**src/rtl/ram_fifo_ctrl.sv**
```systemverilog
// ============================================================================
// ram_fifo_ctrl
// ----------------------------------------------------------------------------
// Purpose
//   Controller for a 17-entry byte FIFO. Sixteen entries live in an external
//   16x8 dual-port RAM. The seventeenth entry is the output register that
//   presents the oldest byte on rd_data.
//
//   The RAM has a registered read with one cycle of latency. Draining an entry
//   from the RAM into the output register therefore takes two steps:
//     FETCH : the read address was presented on the previous edge, and the
//             RAM output register is loading the byte.
//     HOLD  : the byte sits in rd_data with rd_valid high until it is popped.
//   Because of this, a sustained pop rate is one entry every two cycles.
//
// Configuration
//   RAMFIFO_LEVEL_EN : when defined, the design adds the level and
//                      almost_full ports and the logic that drives them.
//                      When undefined, those ports and that logic are absent.
//
// Parameters
//   AFULL_THRESH : level (in entries) at which almost_full asserts.
//
// Ports
//   clk          : single clock; all state changes on its rising edge.
//   rst_n        : asynchronous, active-low reset.
//   wr_valid     : push request.
//   wr_data[7:0] : byte to push.
//   wr_ready     : the push is taken when wr_valid & wr_ready.
//   rd_valid     : rd_data holds the oldest entry.
//   rd_data[7:0] : byte to pop.
//   rd_ready     : the pop is taken when rd_valid & rd_ready.
//   ram_addr_a   : RAM port A (write) address.
//   ram_we_a     : RAM port A write enable.
//   ram_din_a    : RAM port A write data.
//   ram_addr_b   : RAM port B (read) address.
//   ram_we_b     : RAM port B write enable; always 0.
//   ram_din_b    : RAM port B write data; always 0.
//   ram_dout_b   : RAM port B read data; registered, one-cycle latency.
//   level[4:0]   : total entries held, 0..17       (RAMFIFO_LEVEL_EN only).
//   almost_full  : level >= AFULL_THRESH            (RAMFIFO_LEVEL_EN only).
//
// At system level, the RAM's own reset input is driven by ~rst_n. A reset in
// the middle of a read therefore also clears the RAM output register.
// ============================================================================
module ram_fifo_ctrl #(
    parameter int AFULL_THRESH = 14
) (
    input  logic       clk,
    input  logic       rst_n,

    // push side
    input  logic       wr_valid,
    input  logic [7:0] wr_data,
    output logic       wr_ready,

    // pop side
    output logic       rd_valid,
    output logic [7:0] rd_data,
    input  logic       rd_ready,

    // RAM write port A
    output logic [3:0] ram_addr_a,
    output logic       ram_we_a,
    output logic [7:0] ram_din_a,

    // RAM read port B
    output logic [3:0] ram_addr_b,
    output logic       ram_we_b,
    output logic [7:0] ram_din_b,
    input  logic [7:0] ram_dout_b
`ifdef RAMFIFO_LEVEL_EN
    ,
    output logic [4:0] level,
    output logic       almost_full
`endif
);

    // ------------------------------------------------------------------------
    // Declarations
    // ------------------------------------------------------------------------
    typedef enum logic [1:0] {
        IDLE  = 2'd0,   // output register empty, no read in flight
        FETCH = 2'd1,   // read issued last edge, RAM data arrives this cycle
        HOLD  = 2'd2    // output register holds a valid entry
    } state_t;

    localparam logic [4:0] RAM_DEPTH = 5'd16;

    state_t     state_reg;
    state_t     state_next;

    logic [3:0] wr_ptr_reg;
    logic [3:0] wr_ptr_next;
    logic [3:0] rd_ptr_reg;
    logic [3:0] rd_ptr_next;
    logic [4:0] ram_cnt_reg;    // written to RAM but not yet fetched, 0..16
    logic [4:0] ram_cnt_next;
    logic [7:0] rd_data_reg;
    logic [7:0] rd_data_next;

    logic       push;           // accepted write this cycle
    logic       pop;            // accepted read this cycle
    logic       fetch;          // RAM read issued this cycle
    logic       ram_has_data;

    // ------------------------------------------------------------------------
    // Push side
    // ------------------------------------------------------------------------
    // wr_ready depends only on the RAM occupancy. The output register is
    // refilled from the RAM, never directly from wr_data. This keeps every
    // write going through port A.
    assign wr_ready     = (ram_cnt_reg != RAM_DEPTH);
    assign ram_has_data = (ram_cnt_reg != 5'd0);

    // rst_n gates the push so that the RAM sees no write while reset is
    // asserted, even if wr_valid happens to be high at that time.
    assign push = wr_valid & wr_ready & rst_n;
    assign pop  = rd_valid & rd_ready;

    assign ram_we_a   = push;
    assign ram_addr_a = wr_ptr_reg;
    assign ram_din_a  = wr_data;

    // Port B is used for reads only.
    assign ram_we_b  = 1'b0;
    assign ram_din_b = 8'h00;

    // ------------------------------------------------------------------------
    // FSM: state register
    // ------------------------------------------------------------------------
    always_ff @(posedge clk or negedge rst_n) begin
        if (!rst_n) begin
            state_reg <= IDLE;
        end else begin
            state_reg <= state_next;
        end
    end

    // ------------------------------------------------------------------------
    // FSM: next-state logic
    // ------------------------------------------------------------------------
    always_comb begin
        state_next = state_reg;
        unique case (state_reg)
            IDLE: begin
                if (ram_has_data) begin
                    state_next = FETCH;
                end
            end
            FETCH: begin
                // The RAM data is captured into rd_data at this edge.
                state_next = HOLD;
            end
            HOLD: begin
                if (pop) begin
                    state_next = ram_has_data ? FETCH : IDLE;
                end
            end
            default: begin
                state_next = IDLE;
            end
        endcase
    end

    // ------------------------------------------------------------------------
    // FSM: outputs
    // ------------------------------------------------------------------------
    // A read is issued only when the output register is empty (IDLE), or when
    // it is being vacated this cycle (HOLD with a pop). In HOLD, the state
    // itself already implies rd_valid, so the fetch condition uses rd_ready.
    // A fetch never hits the slot being written in the same cycle: a fetch
    // needs ram_cnt > 0, so rd_ptr != wr_ptr unless the RAM is full, and a
    // full RAM accepts no push.
    always_comb begin
        rd_valid   = 1'b0;
        fetch      = 1'b0;
        ram_addr_b = rd_ptr_reg;    // a read with no fetch is harmless
        unique case (state_reg)
            IDLE: begin
                fetch = ram_has_data;
            end
            FETCH: begin
                fetch = 1'b0;
            end
            HOLD: begin
                rd_valid = 1'b1;
                fetch    = ram_has_data & rd_ready;
            end
            default: begin
                rd_valid = 1'b0;
                fetch    = 1'b0;
            end
        endcase
    end

    // ------------------------------------------------------------------------
    // Datapath: pointers, occupancy and output register
    // ------------------------------------------------------------------------
    // The 4-bit pointers wrap from 15 to 0 on their own.
    always_comb begin
        wr_ptr_next  = wr_ptr_reg;
        rd_ptr_next  = rd_ptr_reg;
        ram_cnt_next = ram_cnt_reg;
        rd_data_next = rd_data_reg;

        if (push) begin
            wr_ptr_next = wr_ptr_reg + 4'd1;
        end
        if (fetch) begin
            rd_ptr_next = rd_ptr_reg + 4'd1;
        end

        // A push and a fetch in the same cycle cancel out.
        unique case ({push, fetch})
            2'b10:   ram_cnt_next = ram_cnt_reg + 5'd1;
            2'b01:   ram_cnt_next = ram_cnt_reg - 5'd1;
            default: ram_cnt_next = ram_cnt_reg;
        endcase

        // The output register loads only on the FETCH->HOLD edge. In HOLD it
        // stays stable until the entry is popped.
        if (state_reg == FETCH) begin
            rd_data_next = ram_dout_b;
        end
    end

    always_ff @(posedge clk or negedge rst_n) begin
        if (!rst_n) begin
            wr_ptr_reg  <= 4'd0;
            rd_ptr_reg  <= 4'd0;
            ram_cnt_reg <= 5'd0;
            rd_data_reg <= 8'h00;
        end else begin
            wr_ptr_reg  <= wr_ptr_next;
            rd_ptr_reg  <= rd_ptr_next;
            ram_cnt_reg <= ram_cnt_next;
            rd_data_reg <= rd_data_next;
        end
    end

    assign rd_data = rd_data_reg;

    // ------------------------------------------------------------------------
    // Optional occupancy reporting
    // ------------------------------------------------------------------------
`ifdef RAMFIFO_LEVEL_EN
    // A non-IDLE state means one entry is either in flight from the RAM or
    // held in the output register. Either way, it still counts as held.
    localparam logic [4:0] AFULL_LVL = 5'(AFULL_THRESH);

    logic out_busy;

    assign out_busy    = (state_reg != IDLE);
    assign level       = ram_cnt_reg + {4'd0, out_busy};
    assign almost_full = (level >= AFULL_LVL);
`else
    // The threshold only matters when occupancy reporting is built in.
    logic [4:0] unused_afull_thresh;
    assign unused_afull_thresh = 5'(AFULL_THRESH);
`endif

endmodule

```
**config.mk**
```make
export PLATFORM = sky130hd
export DESIGN_NAME = ram_fifo_ctrl
export DESIGN_NICKNAME = d
export VERILOG_FILES = /design/src/rtl/ram_fifo_ctrl.sv
export SDC_FILE = /design/constraint.sdc
export NUM_CORES = 1
export LEC_CHECK = 0
export ABC_CLOCK_PERIOD_IN_PS = 2600
export BUFFER_PORTS_ARGS = -buffer_cell sky130_fd_sc_hd__buf_2
export CAP_MARGIN = 30
export CELL_PAD_IN_SITES_DETAIL_PLACEMENT = 1
export CELL_PAD_IN_SITES_GLOBAL_PLACEMENT = 2
export CORE_MARGIN = 2
export CORE_UTILIZATION = 25
export CTS_BUF_LIST = sky130_fd_sc_hd__clkbuf_16
export CTS_CLUSTER_SIZE = 16
export DETAILED_ROUTE_END_ITERATION = 8
export HOLD_SLACK_MARGIN = 0.05
export PLACE_DENSITY = 0.81
export SYNTH_ARGS = -nofsm -noshare
export SYNTH_HDL_FRONTEND = slang
export SYNTH_SLANG_ARGS = --single-unit
```
**constraint.sdc**
```tcl
create_clock -name clk -period 2.6 [get_ports clk]
set_input_delay 0.52 -clock clk [delete_from_list [all_inputs] [get_ports clk]]
set_output_delay 0.52 -clock clk [all_outputs]
set_load 0.05 [all_outputs]
```
==> flow_metrics.env, run 1 <==
export IMPL_status="finished clean"
export IMPL_cts_max_path_buffers=2
export IMPL_drv_slew=0
export IMPL_grt_usage=0.0917
export IMPL_gp_congestion=0.789
export IMPL_setup_viol=0
export IMPL_fin_crit_sh=0.922
export IMPL_hold_violations=0
export IMPL_grt_pass1_vias=904
export IMPL_synth_warnings=0
export IMPL_port_buffers=30
export IMPL_ys_seq_elements=23
export IMPL_synth_adder_area_share=0.0747
export IMPL_cts_root_buf="clkbuf_16"
export IMPL_cts_max_level=1
export IMPL_crit_arrival_ps=2560
export IMPL_clk_latency_ps=250
export IMPL_grt_max_degree=24
export IMPL_path_cells="nor4_4 -> buf_6 -> a21oi_4 -> inv_2 -> ha_4 -> inv_4 -> fa_2 -> nor2b_4 -> or2_4 -> o41ai_2 -> o41ai_2"
export IMPL_n_antenna_cell=0
export IMPL_synthCells=108
export IMPL_critPathMaxStageDelay_ps=430
export IMPL_ff2ff_path_depth=11
export IMPL_via_per_inst=4.18
export IMPL_largest_reg_flops=8
export IMPL_multi_input_area_um2=616
export IMPL_drt_initial_drc_count=24
export IMPL_wl_mm=2.63
export IMPL_synth_top_family_by_area="buffers and inverters"
export IMPL_critPathKind="reg -> reg"
export IMPL_start_util=0.264
export IMPL_start_kind="flop"
export IMPL_instances_no_fill=210
export IMPL_core_area_um2=4820
export IMPL_whs_ps=279
export IMPL_synth_xor_area_frac=0.0619
export IMPL_area_growth_pct=27.7
export IMPL_synthSimpleGateAreaFrac=0.0934
export IMPL_vias=878
export IMPL_yosysUniqueCellTypes=33
export IMPL_postRouteAntennaNets=0
export IMPL_rsz0062_at_grt="false"
export IMPL_numCtsBuffers=3
export IMPL_dp_cells=199
export IMPL_nFillCells=560
export IMPL_hold_class="in -> async"
export IMPL_ys_seq_area_frac=0.452
export IMPL_synth_compound_area_share=0.0826
export IMPL_io_pins=56
export IMPL_placementRows=25
export IMPL_die_h_um=75.3
export IMPL_syn_area_um2=1270
export IMPL_drv_cap=0
export IMPL_wl_per_cell_um=12.5
export IMPL_grt_pass1_wl_mm=4.03
export IMPL_hpwl_mm=2.06
export IMPL_grt_overflow_total=0
export IMPL_muxShareOfSynthArea=0.107
export IMPL_finalCriticalPeriod_ps=2400
export IMPL_fin_worst_skew_ps=5.30
export IMPL_tns_ps=0
export IMPL_worstPathRequired_ps=2760
export IMPL_setup_worst_path_end_class="flop"
export IMPL_antenna_found_initial=0
export IMPL_synth_area_per_cell_um2=11.8
export IMPL_cp_max_fo=5
export IMPL_cts_tree="done"
export IMPL_clkTransAtPathRegs_ps=60
export IMPL_drtPass1Iterations=4
export IMPL_drc=0
export IMPL_nets=171
export IMPL_post_route_util=0.337
export IMPL_die_area_um2=5680
export IMPL_drive_gt1_frac=0.490
export IMPL_final_seq_area_um2=578
export IMPL_crit_top_cell="o41ai_2"
export IMPL_die_w_um=75.3
export IMPL_critPathSlowestCell="dfrtp_2"
export IMPL_clock_sinks=23
export IMPL_clock_fmax_mhz=417
[Yosys cell counts]
cell	instances	area share
fa_1	1	0.016
inv_1	5	0.015
buf_2	1	0.0039
a21oi_1	1	0.0039
or2_2	2	0.0098
xnor2_1	5	0.034
a21oi_2	1	0.0069
mux2_4	1	0.012
mux2_1	1	0.0088
nor3b_1	2	0.012
nor3_1	2	0.0079
ha_1	6	0.059
mux2_2	8	0.071
mux2i_1	2	0.016
o21ai_0	3	0.012
clkbuf_1	1	0.0029
buf_4	17	0.10
nand4_1	2	0.0098
a21o_1	1	0.0059
dfrtp_1	23	0.45
nor2b_1	2	0.0098
nor4_4	1	0.017
inv_2	1	0.0029
nand2_1	6	0.018
o41ai_1	2	0.014
a21bo_2	1	0.0079
xor2_1	4	0.028
a221oi_4	1	0.021
conb_1	1	0.0029
o22ai_1	1	0.0049
a221oi_1	1	0.0069
nand2b_1	1	0.0049
nor4_1	1	0.0049
[layer usage]
layer,global-route usage,vias up,share of wire
met1,0.0911,422,0.38
met5,0,-,0
li1,-,416,-
met3,0.0185,6,0.067
met4,0.0331,0,0.011
met2,0.185,34,0.54
[cells by family (layout without fill, tap and decap cells)]
family | count (synthesis) | count (layout)
adder cells (fa/ha/maj) | 7 | 7
XOR/XNOR | 9 | 9
AND/OR/NAND/NOR | 19 | 19
flip-flops | 23 | 23
buffers and inverters | 25 | 52
multiplexers | 12 | 12
AO/OA/AOI/OAI | 12 | 12
other | 1 | 9
[critical path: cells and delay by family, from the launching register on]
kind            cells  cell delay, ps
compound gates      3             440
fa+ha+maj           2             580
buf+inv             3             290
flops               1             430
simple gates        3             570
[through the flow]
stage               worst slack (ps)  area, um2
floorplan                       5.33       1320
global placement                 151       1460
detailed placement              41.6       1460
CTS                             31.6       1540
global route                    7.64       1630
finish                           202       1630
[placed cells by master, fill, tap and decap left out, types with 3 or more instances in the layout]
cell type | netlist | routed
ha_1 | 6 | 5
conb_1 | 1 | 9
clkbuf_16 | 0 | 3
o21ai_0 | 3 | 3
mux2_2 | 8 | 8
buf_2 | 1 | 30
nand2_1 | 6 | 6
buf_4 | 17 | 11
inv_1 | 5 | 4
xnor2_1 | 5 | 5
xor2_1 | 4 | 4
dfrtp_1 | 23 | 21
[worst paths after layout]
kind	from	end	slack, ps
max	ram_cnt_reg[0]	ram_cnt_reg[4]	200
min	rst_n	state_reg[1]	280
max reg2reg	ram_cnt_reg[0]	ram_cnt_reg[4]	200
min reg2reg	ram_addr_b[3]	ram_addr_b[3]	470
max in group asynchronous	rst_n	ram_cnt_reg[0]	2070
min in group clk	ram_addr_b[3]	ram_addr_b[3]	470
[layout make-up]
| type | instances | share of cell area |
|---|---|---|
| multi-input cells | 68 | 0.379 |
| flip-flops and latches | 23 | 0.356 |
| repair buffers | 42 | 0.150 |
| well taps | 67 | 0.0516 |
| clock buffers | 3 | 0.0462 |
| inverters | 6 | 0.0154 |
| clock inverters | 1 | 0.00231 |
[what timing repair did]
item / 4_1_cts / 5_1_grt
pin swaps: 0 / 5
hold buffers: 0 / 0
gates resized for setup: 1 / 11
setup buffers: 0 / 7
endpoints found under the setup margin: 1 / 1
Power of run 1 is not shown: default switching activity piles up to over one toggle a cycle in this logic, so the estimate is an artifact.
==> run 2, diff against run 1 <==
SETUP_SLACK_MARGIN = 0.4   (was unset)
==> run 2 against run 1 <==
Compared with the run above:
- hold slack worse by 15 ps
- routed wire length up 18%
- critical path depth is 2 lower
- via count increased by 4.3%
- core utilization up 1.4 points
- global-route usage is 1.4 points higher
==> flow_metrics.env, run 2 (synthesized netlist as in run 1, its figures left out) <==
export IMPL_status="finished clean"
export IMPL_via_per_inst=4.28
export IMPL_drv_slew=0
export IMPL_cp_startpoint="ram_cnt_reg[1]"
export IMPL_gp_congestion=0.752
export IMPL_area_growth_pct=33.1
export IMPL_worstPathRequired_ps=2730
export IMPL_clock_sinks=23
export IMPL_start_util=0.264
export IMPL_die_area_um2=5680
export IMPL_port_buffers=30
export IMPL_r2r_start="ram_cnt_reg[1]"
export IMPL_rsz0062_at_grt="true"
export IMPL_hold_violations=0
export IMPL_die_w_um=75.3
export IMPL_drc=0
export IMPL_io_pins=56
export IMPL_cts_root_buf="clkbuf_16"
export IMPL_die_h_um=75.3
export IMPL_final_seq_area_um2=578
export IMPL_grt_overflow_total=0
export IMPL_grt_pass1_vias=972
export IMPL_drive_gt1_frac=0.531
export IMPL_clock_fmax_mhz=421
export IMPL_crit_arrival_ps=2510
export IMPL_postCtsHoldBufs=0
export IMPL_cp_max_fo=4
export IMPL_nFillCells=552
export IMPL_grt_usage=0.106
export IMPL_cts_max_level=1
export IMPL_crit_top_cell="o41ai_2"
export IMPL_final_common_cell="buf_2"
export IMPL_largest_reg_flops=8
export IMPL_critPathMaxStageDelay_ps=420
export IMPL_path_cells="nor4_4 -> buf_4 -> a221oi_4 -> ha_4 -> ha_1 -> nor2b_4 -> or2_4 -> o41ai_2 -> o41ai_2"
export IMPL_hpwl_mm=1.99
export IMPL_start_kind="flop"
export IMPL_setup_viol=0
export IMPL_fin_crit_sh=0.913
export IMPL_hold_class="in -> async"
export IMPL_critPathSlowestCell="dfrtp_1"
export IMPL_cts_tree="done"
export IMPL_fin_worst_skew_ps=2.43
export IMPL_wl_per_cell_um=14.5
export IMPL_finalCriticalPeriod_ps=2370
export IMPL_nets=175
export IMPL_core_area_um2=4820
export IMPL_placementRows=25
export IMPL_setup_worst_path_end_class="flop"
export IMPL_drtPass1Iterations=4
export IMPL_numCtsBuffers=3
export IMPL_n_antenna_cell=0
export IMPL_wl_mm=3.11
export IMPL_vias=916
export IMPL_drv_cap=0
export IMPL_antenna_found_initial=0
export IMPL_postRouteAntennaNets=0
export IMPL_clkTransAtPathRegs_ps=60
export IMPL_drt_initial_drc_count=32
export IMPL_tns_ps=0
export IMPL_multi_input_area_um2=651
export IMPL_grt_pass1_wl_mm=4.49
export IMPL_cts_max_path_buffers=2
export IMPL_grt_max_degree=24
export IMPL_layout_common_cells="buf_2, dfrtp_1, buf_4"
export IMPL_critPathKind="reg -> reg"
export IMPL_clk_latency_ps=260
-- run 2: repair_timing --
| action | in CTS | in global routing |
|---|---|---|
| hold endpoints to repair | 0 | 0 |
| endpoints found under the setup margin | 3 | 3 |
| pin swaps | 4 | 12 |
| gates cloned | 0 | 0 |
| buffers inserted | 8 | 6 |
| gates resized for setup | 4 | 13 |
-- run 2: worst max-delay path, delay by kind of cell (launching register included) --
kind	cells	cell delay [ps]
compound gates	3	440
fa+ha+maj	2	530
buf+inv	1	190
flops	1	420
simple gates	3	670
-- run 2: final timing paths --
check	to	slack, ps	depth (start not counted)
min	ram_addr_a[2]	260	2
max in group asynchronous	ram_cnt_reg[3]	2080	2
min in group clk	ram_addr_b[3]	470	1
min reg2reg	ram_addr_b[3]	470	1
max reg2reg	ram_cnt_reg[4]	230	9
max	ram_cnt_reg[4]	230	9
-- run 2: area by class of cell --
| cell class | instances | share of cell area |
|---|---|---|
| multi-input combinational | 68 | 0.384 |
| sequential | 23 | 0.341 |
| timing repair buffer | 46 | 0.164 |
| tap | 67 | 0.0495 |
| clock buffer | 3 | 0.0443 |
| inverter | 6 | 0.0148 |
| clock inverter | 1 | 0.00222 |
-- run 2: per-stage QoR --
step	utilization	setup slack, ps	hold slack (ps)	cell area [um2]	std cells
after detailed placement	0.299	1.86	468	1440	196
after floorplan	-	108	224	1330	116
final	0.352	227	264	1690	214
after CTS	0.331	200	274	1590	208
after global routing	0.352	115	286	1690	214
after global placement	0.299	63.1	458	1440	196
-- run 2: per-layer routing --
metal	vias to the layer above	part of all wire	wire length, um	track usage
met1	441	0.37	1140	0.105
met4	0	0.023	70	0.0546
met2	40	0.55	1710	0.208
li1	424	-	-	-
met5	-	0	0	0
met3	11	0.061	189	0.0185
Power of run 2 is left out for the same reason.
==> run 3, diff against run 2 <==
ABC_CLOCK_PERIOD_IN_PS = 2300   (was 2600)
CORE_UTILIZATION = 28   (was 25)
PLACE_DENSITY = 0.85   (was 0.81)
SKIP_CTS_REPAIR_TIMING = 1   (was unset)
clock period = 2.3 ns   (was 2.6 ns; I/O delays follow)
==> run 3 against run 2 <==
Compared with the run above:
- the flow now finishes with violations (setup timing)
- non-clock buffer count up 3
- first-iteration DRC count down 9.4%
- sequential share of layout area up 0.13 points
- fmax down 1.4%
- count of clock-buffer cells in the layout unchanged
- clock skew about the same
- global-route usage down 0.12 points
- via count up 1.1%
==> flow_metrics.env, run 3 (synthesized netlist as in run 1, its figures left out) <==
export IMPL_numCtsBuffers=3
export IMPL_setup_ws_ps=-108
export IMPL_tns_ps=-108
export IMPL_cts_root_buf="clkbuf_16"
export IMPL_layout_common_cells="buf_2, dfrtp_1, buf_4"
export IMPL_cp_max_fo=4
export IMPL_antenna_found_initial=0
export IMPL_post_route_util=0.388
export IMPL_grt_usage=0.105
export IMPL_status="finished, violations left"
export IMPL_via_per_inst=4.58
export IMPL_largest_reg_flops=8
export IMPL_core_area_um2=4350
export IMPL_worstPathRequired_ps=2430
export IMPL_io_pins=56
export IMPL_placementRows=24
export IMPL_setup_worst_path_end_class="flop"
export IMPL_setup_viol=1
export IMPL_final_common_cell="buf_2"
export IMPL_r2r_start="ram_cnt_reg[1]"
export IMPL_rsz0062_at_grt="true"
export IMPL_cts_max_path_buffers=2
export IMPL_die_h_um=71.4
export IMPL_drv_slew=0
export IMPL_die_area_um2=5100
export IMPL_fin_crit_sh=1.05
export IMPL_clkTransAtPathRegs_ps=60
export IMPL_ff2ff_path_depth=9
export IMPL_drtPass1Iterations=4
export IMPL_clock_sinks=23
export IMPL_nFillCells=496
export IMPL_reg2reg_slack_ps=-110
export IMPL_grt_pass1_wl_mm=4.22
export IMPL_hold_violations=0
export IMPL_drv_cap=0
export IMPL_grt_max_degree=24
export IMPL_crit_arrival_ps=2530
export IMPL_grt_overflow_total=0
export IMPL_postRouteAntennaNets=0
export IMPL_whs_ps=211
export IMPL_critPathKind="reg -> reg"
export IMPL_grt_pass1_vias=940
export IMPL_cts_tree="done"
export IMPL_die_w_um=71.4
export IMPL_start_kind="flop"
export IMPL_vias=926
export IMPL_finalCriticalPeriod_ps=2410
export IMPL_drc=0
export IMPL_pre_cts_ws_ps=-83.9
export IMPL_hpwl_mm=2.09
export IMPL_gp_congestion=0.773
export IMPL_area_growth_pct=32.6
export IMPL_cts_max_level=1
export IMPL_wl_mm=2.95
export IMPL_fin_worst_skew_ps=2.15
export IMPL_drt_initial_drc_count=29
export IMPL_violations="setup timing"
export IMPL_clock_fmax_mhz=415
export IMPL_start_util=0.292
export IMPL_worstReg2RegEnd="ram_cnt_reg[4]"
export IMPL_final_seq_area_um2=578
export IMPL_clk_latency_ps=250
export IMPL_hold_class="in -> async"
export IMPL_nets=178
export IMPL_n_antenna_cell=0
export IMPL_drive_gt1_frac=0.520
export IMPL_multi_input_area_um2=627
export IMPL_wl_per_cell_um=14.6
export IMPL_port_buffers=30
==> run 3: worst max path at each step <==
stage / cells after the start / start / slack [ps] / end
after floorplan: 9 / ram_cnt_reg[1] / -190 / ram_cnt_reg[4]
after global placement: 9 / ram_cnt_reg[1] / 30 / ram_cnt_reg[4]
after detailed placement: 11 / ram_cnt_reg[1] / -80 / ram_cnt_reg[4]
after CTS: 11 / ram_cnt_reg[1] / -110 / ram_cnt_reg[4]
after global routing: 9 / ram_cnt_reg[1] / -210 / ram_cnt_reg[4]
final: 9 / ram_cnt_reg[1] / -110 / ram_cnt_reg[4]
==> run 3: through the flow <==
stage	instance area (um2)	std cells
after floorplan	1330	116
after global placement	1500	191
after detailed placement	1500	191
after CTS	1580	195
after global routing	1690	202
final	1690	202
==> run 3: area by class of cell <==
class | instances | area share
clock inverters | 1 | 0.00222
multi-input cells | 68 | 0.371
repair buffers | 49 | 0.188
well taps | 52 | 0.0385
inverters | 6 | 0.0133
flip-flops and latches | 23 | 0.342
clock buffers | 3 | 0.0445
==> run 3: per-layer routing <==
| metal | GRT usage | vias up | wire (um) |
|---|---|---|---|
| li1 | - | 423 | - |
| met1 | 0.114 | 466 | 1110 |
| met2 | 0.195 | 31 | 1640 |
| met3 | 0.0197 | 6 | 168 |
| met4 | 0.0461 | 0 | 26 |
| met5 | 0 | - | 0 |
==> run 3: critical path, stage by stage (launching register included) <==
cell and delay, ps:
dfrtp_2 430, nor4_4 270, buf_4 190, a221oi_4 80, ha_4 190, ha_1 310, nor2b_4 150, or2_2 270
o41ai_1 260, o41ai_1 130
Power of run 3 is left out for the same reason.
